File: config.mk
export PLATFORM = sky130hd
export DESIGN_NAME = rf80386_fta_arbiter_flat
export DESIGN_NICKNAME = d
export VERILOG_FILES = /design/src/rtl/rf80386_fta_arbiter_pkg.sv /design/src/rtl/rf80386_fta_arbiter_if.sv /design/src/rtl/rf80386_fta_arbiter_skid.sv /design/src/rtl/rf80386_fta_arbiter.sv /design/src/flat_wrapper.sv
export SDC_FILE = /design/constraint.sdc
export NUM_CORES = 2
export LEC_CHECK = 0
export CELL_PAD_IN_SITES_DETAIL_PLACEMENT = 2
export CELL_PAD_IN_SITES_GLOBAL_PLACEMENT = 2
export CORE_AREA = 8 8 441 443
export DETAILED_ROUTE_END_ITERATION = 10
export DIE_AREA = 0 0 449 451
export PLACE_DENSITY = 0.71
export SYNTH_ARGS = -nofsm -noshare
export SYNTH_HDL_FRONTEND = slang
export SYNTH_HIERARCHICAL = 1
export SYNTH_SLANG_ARGS = --single-unit
File: constraint.sdc
create_clock -name clk_i -period 4.5 [get_ports clk_i]
set_input_delay 0.45 -clock clk_i [delete_from_list [all_inputs] [get_ports clk_i]]
set_output_delay 0.45 -clock clk_i [all_outputs]
set_load 0.01 [all_outputs]
File: src/rtl/rf80386_fta_arbiter_pkg.sv
// FTA bus types and arbiter-local definitions shared by the rf80386 FTA
// arbiter, its skid buffer and its interface.
package rf80386_fta_arbiter_pkg;

  typedef enum logic [4:0] {
    CMD_NONE        = 5'd0,
    CMD_LOAD        = 5'd1,
    CMD_LOADZ       = 5'd2,
    CMD_STORE       = 5'd3,
    CMD_ICACHE_LOAD = 5'd4
  } fta_cmd_t;

  typedef struct packed {
    logic [5:0] core;
    logic [2:0] channel;
    logic [6:0] tranid;
  } fta_tranid_t;

  typedef struct packed {
    fta_cmd_t     cmd;
    logic         cyc;
    logic         stb;
    logic         we;
    logic [15:0]  sel;
    logic [31:0]  padr;
    logic [127:0] data1;
    fta_tranid_t  tid;
  } fta_cmd_request128_t;

  typedef struct packed {
    fta_tranid_t  tid;
    logic         ack;
    logic         err;
    logic         rty;
    logic [31:0]  adr;
    logic [127:0] dat;
  } fta_cmd_response128_t;

  typedef enum logic {
    FTA_CH_IC = 1'b0,
    FTA_CH_DC = 1'b1
  } fta_chan_e;

  localparam int FTA_MAX_OUT_DEFAULT = 4;

  function automatic logic req_valid(fta_cmd_request128_t r);
    return r.cyc && (r.cmd != CMD_NONE);
  endfunction

  // rty closes the transaction just like ack/err; the requester reissues.
  function automatic logic resp_done(fta_cmd_response128_t r);
    return r.ack | r.err | r.rty;
  endfunction

endpackage

File: src/rtl/rf80386_fta_arbiter_if.sv
// Bundle of the arbiter's requester, master-port and status signals.
// slave is the arbiter's view; master is the surrounding core/bus view.
interface rf80386_fta_arbiter_if;
  import rf80386_fta_arbiter_pkg::*;

  fta_cmd_request128_t  ic_req_i;
  fta_cmd_response128_t ic_resp_o;
  logic                 ic_busy_o;
  fta_cmd_request128_t  dc_req_i;
  fta_cmd_response128_t dc_resp_o;
  logic                 dc_busy_o;
  fta_cmd_request128_t  ftam_req;
  fta_cmd_response128_t ftam_resp;
  logic [7:0]           stray_cnt_o;

  modport slave (
    input  ic_req_i, dc_req_i, ftam_resp,
    output ic_resp_o, ic_busy_o, dc_resp_o, dc_busy_o, ftam_req, stray_cnt_o
  );

  modport master (
    output ic_req_i, dc_req_i, ftam_resp,
    input  ic_resp_o, ic_busy_o, dc_resp_o, dc_busy_o, ftam_req, stray_cnt_o
  );

endinterface

File: src/rtl/rf80386_fta_arbiter_skid.sv
// One-entry request buffer. An incoming pulse is offered straight to the
// arbiter; it is stored only when it is not taken on the same edge.
module rf80386_fta_skid
  import rf80386_fta_arbiter_pkg::*;
(
  input  logic                clk_i,
  input  logic                rst_i,
  input  fta_cmd_request128_t req,
  input  logic                take,
  output logic                pending,
  output fta_cmd_request128_t entry,
  output logic                full
);

  fta_cmd_request128_t entry_q;
  logic                full_q;
  logic                in_vld;

  assign in_vld  = req_valid(req);
  assign pending = full_q | in_vld;
  assign entry   = full_q ? entry_q : req;
  assign full    = full_q;

  // A pulse that arrives while full is a requester error and is discarded.
  always_ff @(posedge clk_i) begin
    if (rst_i) begin
      full_q  <= 1'b0;
      entry_q <= '0;
    end else if (full_q) begin
      if (take) full_q <= 1'b0;
    end else if (in_vld && !take) begin
      full_q  <= 1'b1;
      entry_q <= req;
    end
  end

endmodule

File: src/rtl/rf80386_fta_arbiter.sv
// Round-robin arbiter sharing one 128-bit FTA master port between the
// instruction-fill and data channels, with per-channel outstanding limits.
module rf80386_fta_arbiter
  import rf80386_fta_arbiter_pkg::*;
#(
  parameter logic [5:0] CORENO  = 6'd1,
  parameter logic [2:0] IC_CID  = 3'd0,
  parameter logic [2:0] DC_CID  = 3'd1,
  parameter int         MAX_OUT = FTA_MAX_OUT_DEFAULT
) (
  input logic clk_i,
  input logic rst_i,
  rf80386_fta_arbiter_if.slave bus
);

  localparam logic [3:0] MAX_CNT = 4'(MAX_OUT);

  logic ic_pend, dc_pend, ic_full, dc_full, ic_take, dc_take;
  logic ic_elig, dc_elig;
  fta_cmd_request128_t ic_entry, dc_entry;
  logic [3:0] ic_cnt_q, dc_cnt_q;
  fta_chan_e last_grant_q;
  fta_cmd_request128_t  req_q;
  fta_cmd_response128_t ic_resp_q, dc_resp_q;
  logic [7:0] stray_q;
  logic resp_ic, resp_dc, resp_fin, ic_dec, dc_dec;

  rf80386_fta_skid u_ic_skid (
    .clk_i(clk_i), .rst_i(rst_i), .req(bus.ic_req_i), .take(ic_take),
    .pending(ic_pend), .entry(ic_entry), .full(ic_full)
  );

  rf80386_fta_skid u_dc_skid (
    .clk_i(clk_i), .rst_i(rst_i), .req(bus.dc_req_i), .take(dc_take),
    .pending(dc_pend), .entry(dc_entry), .full(dc_full)
  );

  assign ic_elig = ic_pend && (ic_cnt_q < MAX_CNT);
  assign dc_elig = dc_pend && (dc_cnt_q < MAX_CNT);
  // On a tie the channel that did not win last time goes first.
  assign dc_take = dc_elig && (!ic_elig || (last_grant_q == FTA_CH_IC));
  assign ic_take = ic_elig && !dc_take;

  assign resp_ic  = (bus.ftam_resp.tid.core == CORENO) && (bus.ftam_resp.tid.channel == IC_CID);
  assign resp_dc  = (bus.ftam_resp.tid.core == CORENO) && (bus.ftam_resp.tid.channel == DC_CID)
                    && !resp_ic;
  assign resp_fin = resp_done(bus.ftam_resp);
  assign ic_dec   = resp_ic && resp_fin;
  assign dc_dec   = resp_dc && resp_fin;

  function automatic fta_cmd_request128_t stamp(fta_cmd_request128_t r, logic [2:0] cid);
    fta_cmd_request128_t s;
    s             = r;
    s.tid.core    = CORENO;
    s.tid.channel = cid;
    return s;
  endfunction

  // Underflow (response with nothing outstanding) leaves the count at zero.
  function automatic logic [3:0] next_cnt(logic [3:0] c, logic inc, logic dec);
    if (inc && !dec) return c + 4'd1;
    if (dec && !inc && (c != 4'd0)) return c - 4'd1;
    return c;
  endfunction

  always_ff @(posedge clk_i) begin
    if (rst_i) begin
      req_q        <= '0;
      ic_resp_q    <= '0;
      dc_resp_q    <= '0;
      ic_cnt_q     <= 4'd0;
      dc_cnt_q     <= 4'd0;
      stray_q      <= 8'd0;
      last_grant_q <= FTA_CH_IC;
    end else begin
      if (ic_take) begin
        req_q        <= stamp(ic_entry, IC_CID);
        last_grant_q <= FTA_CH_IC;
      end else if (dc_take) begin
        req_q        <= stamp(dc_entry, DC_CID);
        last_grant_q <= FTA_CH_DC;
      end else begin
        req_q <= '0;
      end
      ic_cnt_q  <= next_cnt(ic_cnt_q, ic_take, ic_dec);
      dc_cnt_q  <= next_cnt(dc_cnt_q, dc_take, dc_dec);
      ic_resp_q <= resp_ic ? bus.ftam_resp : '0;
      dc_resp_q <= resp_dc ? bus.ftam_resp : '0;
      if (!resp_ic && !resp_dc && resp_fin && (stray_q != 8'hFF))
        stray_q <= stray_q + 8'd1;
    end
  end

  assign bus.ftam_req    = req_q;
  assign bus.ic_resp_o   = ic_resp_q;
  assign bus.dc_resp_o   = dc_resp_q;
  assign bus.ic_busy_o   = ic_full;
  assign bus.dc_busy_o   = dc_full;
  assign bus.stray_cnt_o = stray_q;

endmodule

File: src/flat_wrapper.sv
// flat-port wrapper written by rule: the top's interface ports become plain ports
module rf80386_fta_arbiter_flat import rf80386_fta_arbiter_pkg::*;
#(
  parameter logic [5:0] CORENO  = 6'd1,
  parameter logic [2:0] IC_CID  = 3'd0,
  parameter logic [2:0] DC_CID  = 3'd1,
  parameter int         MAX_OUT = FTA_MAX_OUT_DEFAULT
)
  (clk_i, rst_i, bus_ic_req_i, bus_dc_req_i, bus_ftam_resp, bus_ic_resp_o, bus_ic_busy_o, bus_dc_resp_o, bus_dc_busy_o, bus_ftam_req, bus_stray_cnt_o);
  rf80386_fta_arbiter_if bus_i ();
  input logic clk_i;
  input logic rst_i;
  input wire logic [$bits(bus_i.ic_req_i)-1:0] bus_ic_req_i;
  input wire logic [$bits(bus_i.dc_req_i)-1:0] bus_dc_req_i;
  input wire logic [$bits(bus_i.ftam_resp)-1:0] bus_ftam_resp;
  output wire logic [$bits(bus_i.ic_resp_o)-1:0] bus_ic_resp_o;
  output wire logic [$bits(bus_i.ic_busy_o)-1:0] bus_ic_busy_o;
  output wire logic [$bits(bus_i.dc_resp_o)-1:0] bus_dc_resp_o;
  output wire logic [$bits(bus_i.dc_busy_o)-1:0] bus_dc_busy_o;
  output wire logic [$bits(bus_i.ftam_req)-1:0] bus_ftam_req;
  output wire logic [$bits(bus_i.stray_cnt_o)-1:0] bus_stray_cnt_o;
  assign bus_i.ic_req_i = bus_ic_req_i;
  assign bus_i.dc_req_i = bus_dc_req_i;
  assign bus_i.ftam_resp = bus_ftam_resp;
  assign bus_ic_resp_o = bus_i.ic_resp_o;
  assign bus_ic_busy_o = bus_i.ic_busy_o;
  assign bus_dc_resp_o = bus_i.dc_resp_o;
  assign bus_dc_busy_o = bus_i.dc_busy_o;
  assign bus_ftam_req = bus_i.ftam_req;
  assign bus_stray_cnt_o = bus_i.stray_cnt_o;
  rf80386_fta_arbiter #(.CORENO(CORENO), .IC_CID(IC_CID), .DC_CID(DC_CID), .MAX_OUT(MAX_OUT)) u_core (.clk_i(clk_i), .rst_i(rst_i), .bus(bus_i));
endmodule
==> reports/summary.txt <==
CLOCK NETWORK
--------------------------------------------------------------------------------
CTS root buffer                                                     sky130_fd_sc_hd__clkbuf_16
CTS Buf Count                                                                114
Deepest clock path buffer count                                                3
Number of H-tree levels                                                        3
Hold-fix buffers at CTS                                                        0
Setup repair bufs after CTS                                                    0
Clock Latency Late Sink                                                  0.77 ns
TritonCTS clock tree                                                        done
Clock transition at path regs                                            0.06 ns
CTS-repair resized insts                                                       0
Clock sink total                                                             952

POWER
--------------------------------------------------------------------------------
Static Leak                                                              20.7 nW
Maximum vdd drop                                                        0.359 mV
Power density relative to cell area                                   392 nW/µm²

FLOORPLAN
--------------------------------------------------------------------------------
CORE AREA                                                             187000 µm²
Number of primary I/O pins                                                  1149
Row Count                                                                    159
Die Outline Area                                                      202000 µm²
Die height                                                                451 µm
DIE WIDTH                                                                 449 µm
Initial Utilization                                                        20.6%

PLACED DESIGN
--------------------------------------------------------------------------------
Number of input and output port buffers inserted                            1123
Routability Congestion                                                     0.868
Post-placement worst setup slack                                        0.127 ns
Detailed Place HPWL                                                       146 mm

TIMING
--------------------------------------------------------------------------------
Fin worst setup slack                                                    1.01 ns
Sum of negative setup slack                                                 0 ns
Total count of max-transition violations in the final report                   0
Final Skew                                                             0.0562 ns
Unrepaired setup endpoints after global routing                               no
Achievable clock frequency                                               287 MHz
Setup violators final                                                          0
Final Hold Fails                                                               0
Period utilization                                                         77.5%
Shortest period the worst path allows                                    3.49 ns
Max transition margin                                                      29.1%
Slew at the pin closest to its max-slew limit                            1.06 ns

SETUP PATH
--------------------------------------------------------------------------------
First element of the critical path                                  bus_ic_req_i[199]
Last element of the critical path                                   u_core/u_ic_skid/entry_q[60]$_SDFFE_PP0P_
Worst R2R Path Depth                                                           9
R2r endpoint                                                        u_core/u_ic_skid/entry_q[60]$_SDFFE_PP0P_
Setup slack of the most critical reg-to-reg path                         1.05 ns
Worst-path fanout max                                                         45
Startpoint of the most critical register-to-register path           u_core/u_dc_skid/full$_SDFF_PP0_
CP startpoint kind                                                     input pin
CP required                                                              5.15 ns
WP data arrival                                                          4.14 ns
Kind of end point of the critical path                                  register
Start-to-end type of the worst setup path                                 in2reg

GRT
--------------------------------------------------------------------------------
Final global-route overflow total                                              0
Maximum number of pins on one net before global-route repair                 224
Number of antenna violations at the first check in global routing             82
Vias in the first global route                                             33.2k
Aggregate global-route resource usage                                      17.8%
Wire length of the first global-routing pass                              261 mm

DETAILED ROUTING
--------------------------------------------------------------------------------
Drt first-iter violations                                                    915
DRC violation count after routing                                              0
Final routed wire length divided by cell count                           26.7 µm
Detailed-route vias per instance                                            4.15
Number of iterations in the first detailed-routing pass                        4
Detailed Route WL                                                         189 mm
Number of antenna-violating nets in the routed design                          0
Via count                                                                  29.5k

CELLS AND AREA
--------------------------------------------------------------------------------
Nets                                                                        5053
Layout cells sized above 1                                                 14.7%
Synthesis-to-layout area growth                                            45.5%
Share of the core filled with cells in the final layout                    29.9%
Filler Cells Inserted                                                      20.3k

FLOW RUN
--------------------------------------------------------------------------------
Max cap viols                                                                  0

LOGIC SYNTHESIS
--------------------------------------------------------------------------------
Total of warnings raised by yosys                                              6
Post-Syn Area per Cell                                                  11.3 µm²
Number of standard cells after synthesis                                    3402
Post-synthesis instance area                                           38400 µm²

RUN STATUS
--------------------------------------------------------------------------------
Result of the run                                                   finished, final reports clean

HOLD PATH
--------------------------------------------------------------------------------
Worst min-delay path category                                             in2reg

-- final cells by class --
| class | count | area [µm²] | share of cell area (%) |
|---|---|---|---|
| sequential | 952 | 19100 | 34.1 |
| inverter | 8 | 30.0 | 0.0537 |
| multi-input combinational | 2196 | 17700 | 31.6 |
| clock buffer | 173 | 3460 | 6.18 |
| clock inverter | 42 | 432 | 0.772 |
| timing repair buffer | 1195 | 12100 | 21.6 |
| tap | 2495 | 3120 | 5.58 |
| antenna | 43 | 108 | 0.192 |
-- stage by stage --
step,total power [mW],instances,instance area (µm²),hold WS (ns)
after floorplan,11.0,3423,38500,0.439
after global placement,12.5,6846,51900,0.450
after detailed placement,12.6,6846,51900,0.457
after CTS,22.4,7061,55800,0.121
after global routing,22.8,7086,55900,0.180
final,21.9,7104,55900,0.239
-- cells in the final DEF, fill, tap and decap left out, types with 5 or more instances in the layout --
master	count
sky130_fd_sc_hd__diode_2	43
sky130_fd_sc_hd__clkinvlp_4	6
sky130_fd_sc_hd__mux2_2	383
sky130_fd_sc_hd__and2_1	340
sky130_fd_sc_hd__nand3b_1	11
sky130_fd_sc_hd__a22o_1	191
sky130_fd_sc_hd__nand2b_1	750
sky130_fd_sc_hd__nand3_1	6
sky130_fd_sc_hd__nor2b_1	5
sky130_fd_sc_hd__o21ai_1	10
sky130_fd_sc_hd__clkbuf_1	23
sky130_fd_sc_hd__conb_1	22
sky130_fd_sc_hd__clkinv_2	23
sky130_fd_sc_hd__clkdlybuf4s50_1	1122
sky130_fd_sc_hd__nand2_1	5
sky130_fd_sc_hd__nor2_1	11
sky130_fd_sc_hd__buf_4	50
sky130_fd_sc_hd__clkbuf_8	34
sky130_fd_sc_hd__buf_12	22
sky130_fd_sc_hd__a21oi_1	11
sky130_fd_sc_hd__dfxtp_1	950
sky130_fd_sc_hd__inv_1	8
sky130_fd_sc_hd__mux2i_1	375
sky130_fd_sc_hd__clkbuf_16	116
sky130_fd_sc_hd__ha_1	5
-- state kept, by name, indices dropped and copies added, names as in the netlist, 4 cells and up --
name / count
u_core/u_dc_skid/entry_q: 191
u_core/bus.ftam_req: 193
u_core/u_ic_skid/entry_q: 191
u_core/bus.dc_resp_o: 179
u_core/dc_cnt_q: 4
u_core/ic_cnt_q: 4
u_core/bus.ic_resp_o: 179
u_core/bus.stray_cnt_o: 8
-- where the power goes --
group / switching (mW) / internal [mW]
sequential: 0.265 / 8.90
combinational: 1.44 / 1.74
clock: 4.05 / 5.54
-- critical path: stages --
cell and delay [ns]:
sky130_fd_sc_hd__clkdlybuf4s50_1 0.45, sky130_fd_sc_hd__or4_4 0.58, sky130_fd_sc_hd__o21ai_0 0.24, sky130_fd_sc_hd__nand2_1 0.19, sky130_fd_sc_hd__or3b_1 0.22, sky130_fd_sc_hd__nor2_1 0.10
sky130_fd_sc_hd__buf_4 0.19, sky130_fd_sc_hd__nor3b_2 0.43, sky130_fd_sc_hd__o21a_4 0.53, sky130_fd_sc_hd__buf_12 0.37, sky130_fd_sc_hd__mux2i_1 0.26
-- per-layer routing --
layer	track usage (%)	wire [µm]	vias to the layer above
li1	-	-	13592
met1	17.6	66800	14707
met2	34.2	103000	810
met3	4.33	8970	330
met4	9.26	10800	20
met5	0	128	-
-- worst min-delay path by stage --
| stage | to | startpoint | cells past startpoint | slack (ns) |
|---|---|---|---|---|
| after floorplan | u_core/u_dc_skid/entry_q[195]$_SDFFE_PP0P_ | u_core/u_dc_skid/entry_q[195]$_SDFFE_PP0P_ | 2 | 0.44 |
| after global placement | u_core/u_dc_skid/entry_q[199]$_SDFFE_PP0P_ | u_core/u_dc_skid/entry_q[199]$_SDFFE_PP0P_ | 2 | 0.45 |
| after detailed placement | u_core/u_ic_skid/entry_q[198]$_SDFFE_PP0P_ | u_core/u_ic_skid/entry_q[198]$_SDFFE_PP0P_ | 2 | 0.46 |
| after CTS | u_core/dc_cnt_q[1]$_SDFFE_PP0P_ | rst_i | 2 | 0.12 |
| after global routing | u_core/dc_cnt_q[3]$_SDFFE_PP0P_ | rst_i | 2 | 0.18 |
| final | u_core/dc_cnt_q[3]$_SDFFE_PP0P_ | rst_i | 2 | 0.24 |
Note: power is estimated with default switching activity, not from simulation.
